## config.mk

```make
export PLATFORM = sky130hd
export DESIGN_NAME = fetch_unit
export DESIGN_NICKNAME = d
export VERILOG_FILES = /design/src/rtl/fetch_pkg.sv /design/src/rtl/fetch_pc_reg.sv /design/src/rtl/fetch_unit.sv
export SDC_FILE = /design/constraint.sdc
export NUM_CORES = 1
export LEC_CHECK = 0
export CAP_MARGIN = 30
export CORE_ASPECT_RATIO = 0.8
export CORE_UTILIZATION = 34
export CTS_CLUSTER_SIZE = 25
export DETAILED_ROUTE_END_ITERATION = 7
export GPL_TIMING_DRIVEN = 0
export PLACE_DENSITY = 0.61
export RECOVER_POWER = 50
export SKIP_CTS_REPAIR_TIMING = 1
export SLEW_MARGIN = 5
export SYNTH_ARGS = -nofsm -noshare
export SYNTH_HDL_FRONTEND = slang
export SYNTH_SLANG_ARGS = --single-unit
```

## constraint.sdc

```tcl
create_clock -name clk -period 6 [get_ports clk]
set_input_delay 1.2 -clock clk [delete_from_list [all_inputs] [get_ports clk]]
set_output_delay 1.2 -clock clk [all_outputs]
set_load 0.05 [all_outputs]
```

## src/rtl/fetch_pkg.sv

```systemverilog
// Shared definitions for the instruction fetch stage.
//   - FSM state encodings (idle, run, halt) and the matching enum type
//   - Default address and ROM word widths used by fetch_unit and fetch_pc_reg
package fetch_pkg;

  localparam int DEFAULT_ADDR_WIDTH = 16;
  localparam int DEFAULT_ROM_WIDTH  = 26;

  localparam logic [1:0] ST_IDLE = 2'd0;
  localparam logic [1:0] ST_RUN  = 2'd1;
  localparam logic [1:0] ST_HALT = 2'd2;

  typedef enum logic [1:0] {
    IDLE = ST_IDLE,
    RUN  = ST_RUN,
    HALT = ST_HALT
  } state_t;

endpackage

```

## src/rtl/fetch_pc_reg.sv

```systemverilog
// Program counter register for the fetch stage.
// Ports:
//   clk       in  : clock, rising edge
//   rst_n     in  : asynchronous active-low reset, loads RESET_PC
//   load      in  : load load_addr (redirect); has priority over inc
//   load_addr in  : redirect target
//   inc       in  : advance by one, wrapping modulo 2^ADDR_WIDTH
//   pc        out : current program counter
module fetch_pc_reg
  import fetch_pkg::*;
#(
  parameter int                    ADDR_WIDTH = DEFAULT_ADDR_WIDTH,
  parameter logic [ADDR_WIDTH-1:0] RESET_PC   = '0
) (
  input  logic                  clk,
  input  logic                  rst_n,
  input  logic                  load,
  input  logic [ADDR_WIDTH-1:0] load_addr,
  input  logic                  inc,
  output logic [ADDR_WIDTH-1:0] pc
);

  always_ff @(posedge clk or negedge rst_n) begin
    if (!rst_n) begin
      pc <= RESET_PC;
    end else if (load) begin
      pc <= load_addr;
    end else if (inc) begin
      // Natural truncation gives the modulo-2^ADDR_WIDTH wrap.
      pc <= pc + 1'b1;
    end
  end

endmodule

```

## src/rtl/fetch_unit.sv

```systemverilog
// Instruction fetch stage in front of a combinational program ROM.
// Holds the PC, drives the ROM address, captures the returned word into an
// instruction register and offers it to the decoder with valid/ready.
// Ports:
//   clk, rst_n        : clock and asynchronous active-low reset
//   start             : leave IDLE/HALT and begin fetching
//   halt_req          : stop fetching (wins over start)
//   jump_en/jump_addr : redirect the PC, flushing any presented word
//   rom_addr          : ROM address (equals pc)
//   rom_data          : ROM read data for rom_addr, same cycle
//   instr/instr_pc    : presented word and the address it came from
//   instr_valid       : instr holds an unconsumed word
//   instr_ready       : decoder accepts instr this cycle
//   fetch_count       : words loaded since reset (wrapping)
//   running           : state is RUN
module fetch_unit
  import fetch_pkg::*;
#(
  parameter int                    ROM_WIDTH  = DEFAULT_ROM_WIDTH,
  parameter int                    ADDR_WIDTH = DEFAULT_ADDR_WIDTH,
  parameter logic [ADDR_WIDTH-1:0] RESET_PC   = '0
) (
  input  logic                  clk,
  input  logic                  rst_n,
  input  logic                  start,
  input  logic                  halt_req,
  input  logic                  jump_en,
  input  logic [ADDR_WIDTH-1:0] jump_addr,
  output logic [ADDR_WIDTH-1:0] rom_addr,
  input  logic [ROM_WIDTH-1:0]  rom_data,
  output logic [ROM_WIDTH-1:0]  instr,
  output logic [ADDR_WIDTH-1:0] instr_pc,
  output logic                  instr_valid,
  input  logic                  instr_ready,
  output logic [31:0]           fetch_count,
  output logic                  running
);

  state_t                state;
  state_t                state_next;
  logic                  load;
  logic [ADDR_WIDTH-1:0] pc;

  // State register
  always_ff @(posedge clk or negedge rst_n) begin
    if (!rst_n) begin
      state <= IDLE;
    end else begin
      state <= state_next;
    end
  end

  // Next-state logic; halt_req always wins over start.
  always_comb begin
    state_next = state;
    case (state)
      IDLE, HALT: if (start && !halt_req) state_next = RUN;
      RUN:        if (halt_req)           state_next = HALT;
      default:    state_next = IDLE;
    endcase
  end

  // A new word may enter the register when it is empty or being drained this
  // cycle, which is what gives back-to-back delivery with ready held high.
  assign load = (state == RUN) && !halt_req && !jump_en &&
                (!instr_valid || instr_ready);

  fetch_pc_reg #(
    .ADDR_WIDTH (ADDR_WIDTH),
    .RESET_PC   (RESET_PC)
  ) u_pc (
    .clk       (clk),
    .rst_n     (rst_n),
    .load      (jump_en),
    .load_addr (jump_addr),
    .inc       (load),
    .pc        (pc)
  );

  assign rom_addr = pc;
  assign running  = (state == RUN);

  // Instruction register, valid flag and load counter.
  always_ff @(posedge clk or negedge rst_n) begin
    if (!rst_n) begin
      instr       <= '0;
      instr_pc    <= '0;
      instr_valid <= 1'b0;
      fetch_count <= '0;
    end else begin
      if (load) begin
        instr       <= rom_data;
        instr_pc    <= pc;
        fetch_count <= fetch_count + 32'd1;
      end

      // A jump flushes the presented word; a handshake on the same edge is
      // still treated as consumed by the decoder.
      if (jump_en) begin
        instr_valid <= 1'b0;
      end else if (load) begin
        instr_valid <= 1'b1;
      end else if (instr_valid && instr_ready) begin
        instr_valid <= 1'b0;
      end
    end
  end

endmodule

```

==> flow_metrics.tcl, run 1 <==
set metrics [dict create \
    seq_area_frac_synth_pct 55.94 \
    finalWirelength_um 10430 \
    setup_violations 0 \
    cts_buffer_depth 2 \
    drt-initial-drc-count 148 \
    fin_worst_skew_ns 0.008713 \
    power_frac_comb_pct 39.6 \
    vias 3329 \
    switching_share_pct 39.09 \
    avgSynthCellArea_um2 11.85 \
    p_int_mw 1.454 \
    hp-class "reg2reg" \
    fmax_mhz 282.4 \
    ir_worst_vdd_mv 0.2073 \
    synth_area_leaders "dfrtp_1, mux2_2, xor2_1" \
    start_util_pct 35.45 \
    fp-row-count 35 \
    synth_nets 401 \
    criticalPathCategory "in2reg" \
    synth_area_um2 4160 \
    synth_top_area_share_pct 55.94 \
    tightest_slew_ns 1.671 \
    via_per_inst 5.090 \
    cap_violations 1 \
    finalSetupTns_ns 0 \
    grt_max_degree 66 \
    crit_arrival_ns 3.76 \
    cp-start-kind "input port" \
    remaining_drc_errors 9 \
    synthArstFlopShare_pct 100.0 \
    root_buffer "clkbuf_16" \
    pwr-share-seq_pct 35.2 \
    die_h_um 100.9 \
    status "complete, but fails checks" \
    pre_cts_slack_ns 2.578 \
    seqCellArea_um2 2327 \
    antenna_found_initial 1 \
    power_density_nw_per_um2 394.2 \
    grt_overflow 0 \
    power_leakage_nw 2.622 \
    core-area_um2 11740 \
    cts_tree "yes" \
    synth_top_area_cell "dfrtp_1" \
    power_frac_clock_pct 25.2 \
    detail_route.wl_per_cell_um 15.94 \
    synth_edf_count 0 \
    path_clk_slew_ns 0.06 \
    crit_fanout 10 \
    firstDrtPassIters 8 \
    postRouteAntennaNets 0 \
    place.detailed.hpwl_um 7611 \
    grt_first_pass_wirelength_um 17660 \
    fin_crit_ns 3.542 \
    multi_input_area_um2 1699 \
    dieArea_um2 12690 \
    cts_buffers 9 \
    layout.nets 551 \
    synthDistinctLibCells 36 \
    ios 140 \
    port_buffers 138 \
    finalHoldViolations 0 \
    synth-seq-cells 93 \
    crit_required_ns 6.21 \
    netlist_instances 351 \
    endpoint_kind "flop" \
    drive_gt1_share_pct 13.27 \
    area_growth_pct 45.59 \
    grt_pass1_vias 3363 \
    ys_top_cells_by_count "dfrtp_1, mux2_2, xor2_1" \
    htree_levels 3 \
    p_switching_uw 933.3 \
    max_slew_margin_pct -11.37 \
    cts_sinks 93 \
    slew_violations 29 \
    layout_setup_ws_ns 2.458 \
    violations "design-rule violations, max-capacitance violations, max-slew violations" \
    clock_latency_ns 0.34 \
    yosysMostFrequentCell "dfrtp_1" \
    track_usage_pct 17.88 \
    place_congestion 0.8516 \
    rsz0062_at_grt "no" \
    post-route-period-util_pct 59.03 \
    synth_top_flop_cell "dfrtp_1" \
    fill_cells 1051 \
    die_w_um 125.7 \
    ys_warn_count 0 \
]
[routing by layer]
| layer | track usage, % | routed length, um |
|---|---|---|
| met1 | 24.58 | 4951 |
| met2 | 27.31 | 4728 |
| met3 | 4.193 | 561 |
| met4 | 7.036 | 186 |
| met5 | 0 | 0 |
[power by group through the flow]
stage / clock [mW] / combinational, mW / sequential (mW)
CTS: 0.620 / 0.981 / 0.848
detailed placement: 0 / 0.979 / 0.857
floorplan: 0 / 0.158 / 1.31
global route: 0.652 / 0.990 / 0.865
finish: 0.601 / 0.946 / 0.841
global placement: 0 / 0.972 / 0.849
[state kept, by name, summed over array words and instances, names as in the netlist]
register     flops
fetch_count     32
instr           26
instr_pc        16
u_pc.pc         16
state            2
instr_valid      1
[cell families after synthesis]
group	after synthesis	share of synthesized area (%)
simple gates	124	17.08
flops	93	55.94
mux	45	12.15
xor+xnor	35	7.368
buf+inv	28	3.007
compound gates	24	3.850
fa+ha+maj	2	0.6014
[layout by cell type, fill, tap and decap left out, types with 13 or more instances in the layout]
master           instances
mux2_2                  44
nand2_1                 24
nand3_1                 20
dfrtp_1                 93
nor4_1                  21
xor2_1                  30
clkdlybuf4s50_1        108
dlygate4sd3_1           29
nand4_1                 13
[area by class of cell]
cell class | count | area share, %
inverters | 12 | 0.7436
clock inverters | 4 | 1.198
diodes | 1 | 0.04131
well taps | 148 | 3.057
clock buffers | 11 | 4.007
multi-input cells | 230 | 28.05
repair buffers | 139 | 23.16
flip-flops and latches | 93 | 38.42
plain buffers | 16 | 1.322
[critical path, cell delays in order]
cell and delay (ns):
dlygate4sd3_1 0.64, nor3_1 1.11, buf_2 0.43, mux2_2 0.38
[through the flow]
step | utilization, % | cell area, um2 | std cells | hold WS (ns) | power (mW)
final | 51.61 | 6057 | 654 | 0.4756 | 2.388
after CTS | 51.70 | 6067 | 653 | 0.4766 | 2.449
after global routing | 51.61 | 6057 | 654 | 0.5056 | 2.507
after floorplan | - | 4160 | 351 | 0.4533 | 1.467
after global placement | 48.80 | 5727 | 637 | 0.4610 | 1.821
after detailed placement | 49.01 | 5752 | 638 | 0.4682 | 1.836
[path summary, 6_finish.rpt]
kind / endpoint / start / depth (start not counted) / slack (ns)
setup / recovery: instr_pc[0] / halt_req / 4 / 2.46
max in group asynchronous: instr_pc[4] / rst_n / 2 / 3.68
setup reg to reg: instr_pc[0] / state[0] / 4 / 3.26
hold / removal: fetch_count[31] / fetch_count[31] / 1 / 0.48
min in group asynchronous: instr[21] / rst_n / 1 / 1.29
hold reg to reg: fetch_count[31] / fetch_count[31] / 1 / 0.48
No activity file was read; power rests on OpenSTA's default activity.
==> inputs of run 2 (changes only) <==
- PLACE_DENSITY: 0.61 -> 0.63
- clock period: 6 -> 3.1 ns (I/O delays scaled with it)
==> run 2 against run 1 <==
Against the previous run:
- flip-flop and latch count unchanged
- non-clock buffer count did not move
- hold slack improved by 0.0080 ns
- largest cell class unchanged
- the flow finishes with violations (design-rule violations)
==> flow_metrics.tcl, run 2 (synthesis gave the netlist of run 1 again) <==
set metrics [dict create \
    finalWirelength_um 10250 \
    clock_latency_ns 0.33 \
    via_per_inst 5.135 \
    regMostFlops "fetch_count" \
    post-route-period-util_pct 83.43 \
    whs_path_depth 1 \
    die_w_um 125.7 \
    top_usage_layer "met2" \
    cts_buffers 9 \
    layout_commonest_cell "clkdlybuf4s50_1" \
    htree_levels 3 \
    grt_overflow 0 \
    root_buffer "clkbuf_16" \
    cap_violations 0 \
    worstHoldStart "fetch_count[31]" \
    ir_worst_vdd_mv 0.4151 \
    die_h_um 100.9 \
    port_buffers 138 \
    fmax_mhz 386.6 \
    utilization_pct 51.16 \
    power_density_nw_per_um2 748.4 \
    track_usage_pct 17.22 \
    whs_ns 0.4836 \
    layout.nets 551 \
    detail_route.wl_per_cell_um 15.67 \
    grt_pass1_vias 3344 \
    min_to "fetch_count[31]" \
    setup_violations 0 \
    antenna_cells 0 \
    slew_violations 0 \
    use_met1_pct 23.09 \
    violations "design-rule violations" \
    r2r_start "state[1]" \
    grt_first_pass_wirelength_um 17150 \
    firstDrtPassIters 7 \
    area_growth_pct 44.33 \
    fp-row-count 35 \
    vias 3358 \
    cts_buffer_depth 2 \
    top_regs "fetch_count (32), instr (26)" \
    crit_fanout 10 \
    crit_required_ns 3.36 \
    crit_arrival_ns 2.85 \
    placed_area_um2 5752 \
    dp.cells 638 \
    dieArea_um2 12690 \
    cts_tree "yes" \
    stdcell_count 654 \
    final_cell_mix "clkdlybuf4s50_1, dfrtp_1, mux2_2, xor2_1, dlygate4sd3_1" \
    path_clk_slew_ns 0.07 \
    criticalPathCategory "in2reg" \
    hp-class "reg2reg" \
    remaining_drc_errors 11 \
    antenna_found_initial 0 \
    endpoint_kind "flop" \
    fill_cells 1048 \
    ff2ff_path_depth 4 \
    grt_max_degree 50 \
    layout_setup_ws_ns 0.5136 \
    power_mw 4.494 \
    drive_gt1_share_pct 14.03 \
    ff2ff_setup_slack_ns 0.88 \
    fin_area_um2 6005 \
    cp-start-kind "input port" \
    pre_cts_slack_ns 0.2877 \
    core-area_um2 11740 \
    grtUsageMet3_pct 5.679 \
    max_slew_margin_pct 22.27 \
    cts_sinks 93 \
    finalSetupTns_ns 0 \
    rsz0062_at_grt "no" \
    place.detailed.hpwl_um 7574 \
    start_util_pct 35.45 \
    ios 140 \
    finalHoldViolations 0 \
    postRouteAntennaNets 0 \
    drt-initial-drc-count 149 \
    place_congestion 0.8047 \
    power_leakage_nw 2.588 \
    largest_reg_flops 32 \
    reg2reg_to "instr[1]" \
    met2_usage_pct 26.75 \
    tightest_slew_ns 1.166 \
    fin_worst_skew_ns 0.004103 \
    status "complete, but fails checks" \
    fin_crit_ns 2.586 \
]
## run 2: final cells by class
type | instances | area, um2 | share of cell area [%]
sequential | 93 | 2327 | 38.76
clock inverter | 6 | 48.80 | 0.8127
timing repair buffer | 139 | 1381 | 23.00
buffer | 16 | 80.08 | 1.334
inverter | 12 | 45.04 | 0.7502
tap | 148 | 185.2 | 3.084
multi-input combinational | 230 | 1708 | 28.44
clock buffer | 10 | 229.0 | 3.813
## run 2: worst max-delay path, stage by stage
cell           delay, ns
dlygate4sd3_1       0.65
nor4bb_1            0.37
nand3_1             0.29
clkbuf_1            0.32
nor4_1              0.42
xor2_1              0.18
## run 2: metal layers
metal | vias up | share of wire [%]
li1 | 1589 | -
met4 | 0 | 1.2
met3 | 10 | 7.3
met1 | 1658 | 47
met5 | - | 0
met2 | 101 | 44
## run 2: where the power goes
group / switching, mW / total, mW / internal [mW]
combinational: 1.20 / 1.83 / 0.629
clock: 0.479 / 1.03 / 0.550
sequential: 0.163 / 1.63 / 1.47
total: 1.85 / 4.49 / 2.65
## run 2: worst max-delay path by stage
stage / slack [ns] / cells after the start / from / to
6_report: 0.51 / 6 / halt_req / fetch_count[29]
5_1_grt: 0.36 / 6 / halt_req / fetch_count[28]
4_1_cts: 0.55 / 3 / state[1] / running
3_5_place_dp: 0.29 / 6 / halt_req / fetch_count[28]
3_3_place_gp: -2.11 / 1 / rst_n / instr[2]
2_1_floorplan: 0.74 / 6 / jump_en / u_pc.pc[11]
==> inputs of run 3 (changes only) <==
- clock period: 3.1 -> 2.3 ns (I/O delays scaled with it)
==> run 3 against run 2 <==
Against the previous run:
- the flow still finishes with violations (design-rule violations)
- sequential share of layout area down 0.42 points
- cell count is the same
- sequential power up 35%
- routed wire length increased by 0.13%
- hold slack got worse by 0.14 ns
- via count increased by 0.18%
- die area stayed put
- critical path depth fell by 5
==> flow_metrics.tcl, run 3 (synthesis gave the netlist of run 1 again) <==
set metrics [dict create \
    clock_latency_ns 0.34 \
    max_slew_margin_pct 22.34 \
    max_stage_delay_ns 0.87 \
    utilization_pct 51.72 \
    post-route-period-util_pct 95.06 \
    fin_worst_skew_ns 0.004031 \
    finalHoldViolations 0 \
    regMostFlops "fetch_count" \
    cts_buffers 9 \
    path_clk_slew_ns 0.07 \
    antenna_found_initial 0 \
    fin_crit_ns 2.186 \
    slowest_stage "clkdlybuf4s50_1" \
    crit_buf_inv 1 \
    layout_setup_ws_ns 0.1136 \
    setup_violations 0 \
    cts_buffer_depth 2 \
    path_delay_family "buffers and inverters" \
    power_leakage_nw 2.613 \
    power_density_nw_per_um2 997.9 \
    criticalPathCategory "reg2out" \
    htree_levels 3 \
    crit_arrival_ns 1.73 \
    slew_violations 0 \
    grt_max_degree 50 \
    hp-class "in2async" \
    finalWirelength_um 10260 \
    grt_overflow 0 \
    violations "design-rule violations" \
    crit_required_ns 1.84 \
    place_congestion 0.8047 \
    place.detailed.hpwl_um 7574 \
    largest_reg_flops 32 \
    vias 3364 \
    crit_fanout 9 \
    detail_route.wl_per_cell_um 15.69 \
    rsz0062_at_grt "no" \
    drt-initial-drc-count 116 \
    port_buffers 138 \
    cts_sinks 93 \
    die_w_um 125.7 \
    postRouteAntennaNets 0 \
    power_mw 6.057 \
    layout.nets 551 \
    grt_pass1_vias 3344 \
    start_util_pct 35.45 \
    top_regs "fetch_count (32), instr (26)" \
    cts_tree "yes" \
    final_cell_mix "clkdlybuf4s50_1, dfrtp_1, mux2_2, xor2_1, dlygate4sd3_1" \
    grt_first_pass_wirelength_um 17150 \
    ios 140 \
    status "complete, but fails checks" \
    track_usage_pct 17.22 \
    cp-start-kind "flop" \
    tightest_slew_ns 1.165 \
    area_growth_pct 45.89 \
    dieArea_um2 12690 \
    via_per_inst 5.144 \
    endpoint_kind "output pin" \
    layout_commonest_cell "clkdlybuf4s50_1" \
    firstDrtPassIters 7 \
    path_cells "clkdlybuf4s50_1" \
    worst-path-stages 1 \
    ir_worst_vdd_mv 0.5593 \
    drive_gt1_share_pct 15.81 \
    core-area_um2 11740 \
    fp-row-count 35 \
    remaining_drc_errors 11 \
    ff2ff_path_depth 5 \
    die_h_um 100.9 \
    cap_violations 0 \
    root_buffer "clkbuf_16" \
    antenna_cells 0 \
    pre_cts_slack_ns -0.3523 \
    fmax_mhz 457.4 \
]
==> run 3: power breakdown <==
part,internal (mW),total [mW],switching (mW),leakage [nW]
clock network,0.741,1.39,0.646,0.125
logic,0.846,2.47,1.63,1.32
registers,1.98,2.20,0.220,1.16
==> run 3: per-layer routing <==
layer,GRT usage (%),vias up,part of all wire [%]
met1,23.09,1660,47
met2,26.75,101,45
met3,5.679,11,7.2
met4,4.597,0,1.2
li1,-,1592,-
met5,0,-,0
==> run 3: stage by stage <==
step | TNS [ns] | instances | hold slack [ns] | cell area [um2]
detailed placement | -17.05 | 638 | 0.4799 | 5752
CTS | -0.1207 | 654 | 0.1582 | 6030
global route | 0 | 654 | 0.3726 | 6070
finish | 0 | 654 | 0.3470 | 6070
global placement | -270.07 | 637 | 0.4624 | 5727
floorplan | 0 | 351 | 0.1644 | 4160
==> run 3: layout make-up <==
cell class | instances | area [um2]
Fill cell | 1045 | 5667
Sequential cell | 93 | 2327
Multi-Input combinational cell | 230 | 1765
Timing Repair Buffer | 139 | 1386
Clock buffer | 10 | 229.0
Tap cell | 148 | 185.2
Buffer | 16 | 82.58
Clock inverter | 6 | 48.80
Inverter | 12 | 45.04
==> run 3: worst paths after layout <==
path	from	slack [ns]	endpoint
setup / recovery	u_pc.pc[9]	0.11	rom_addr[9]
hold / removal	rst_n	0.35	instr[18]
setup reg to reg	state[1]	0.21	u_pc.pc[11]
hold reg to reg	fetch_count[31]	0.49	fetch_count[31]
max in group asynchronous	rst_n	0.62	instr[3]
min in group clk	jump_en	0.37	u_pc.pc[2]
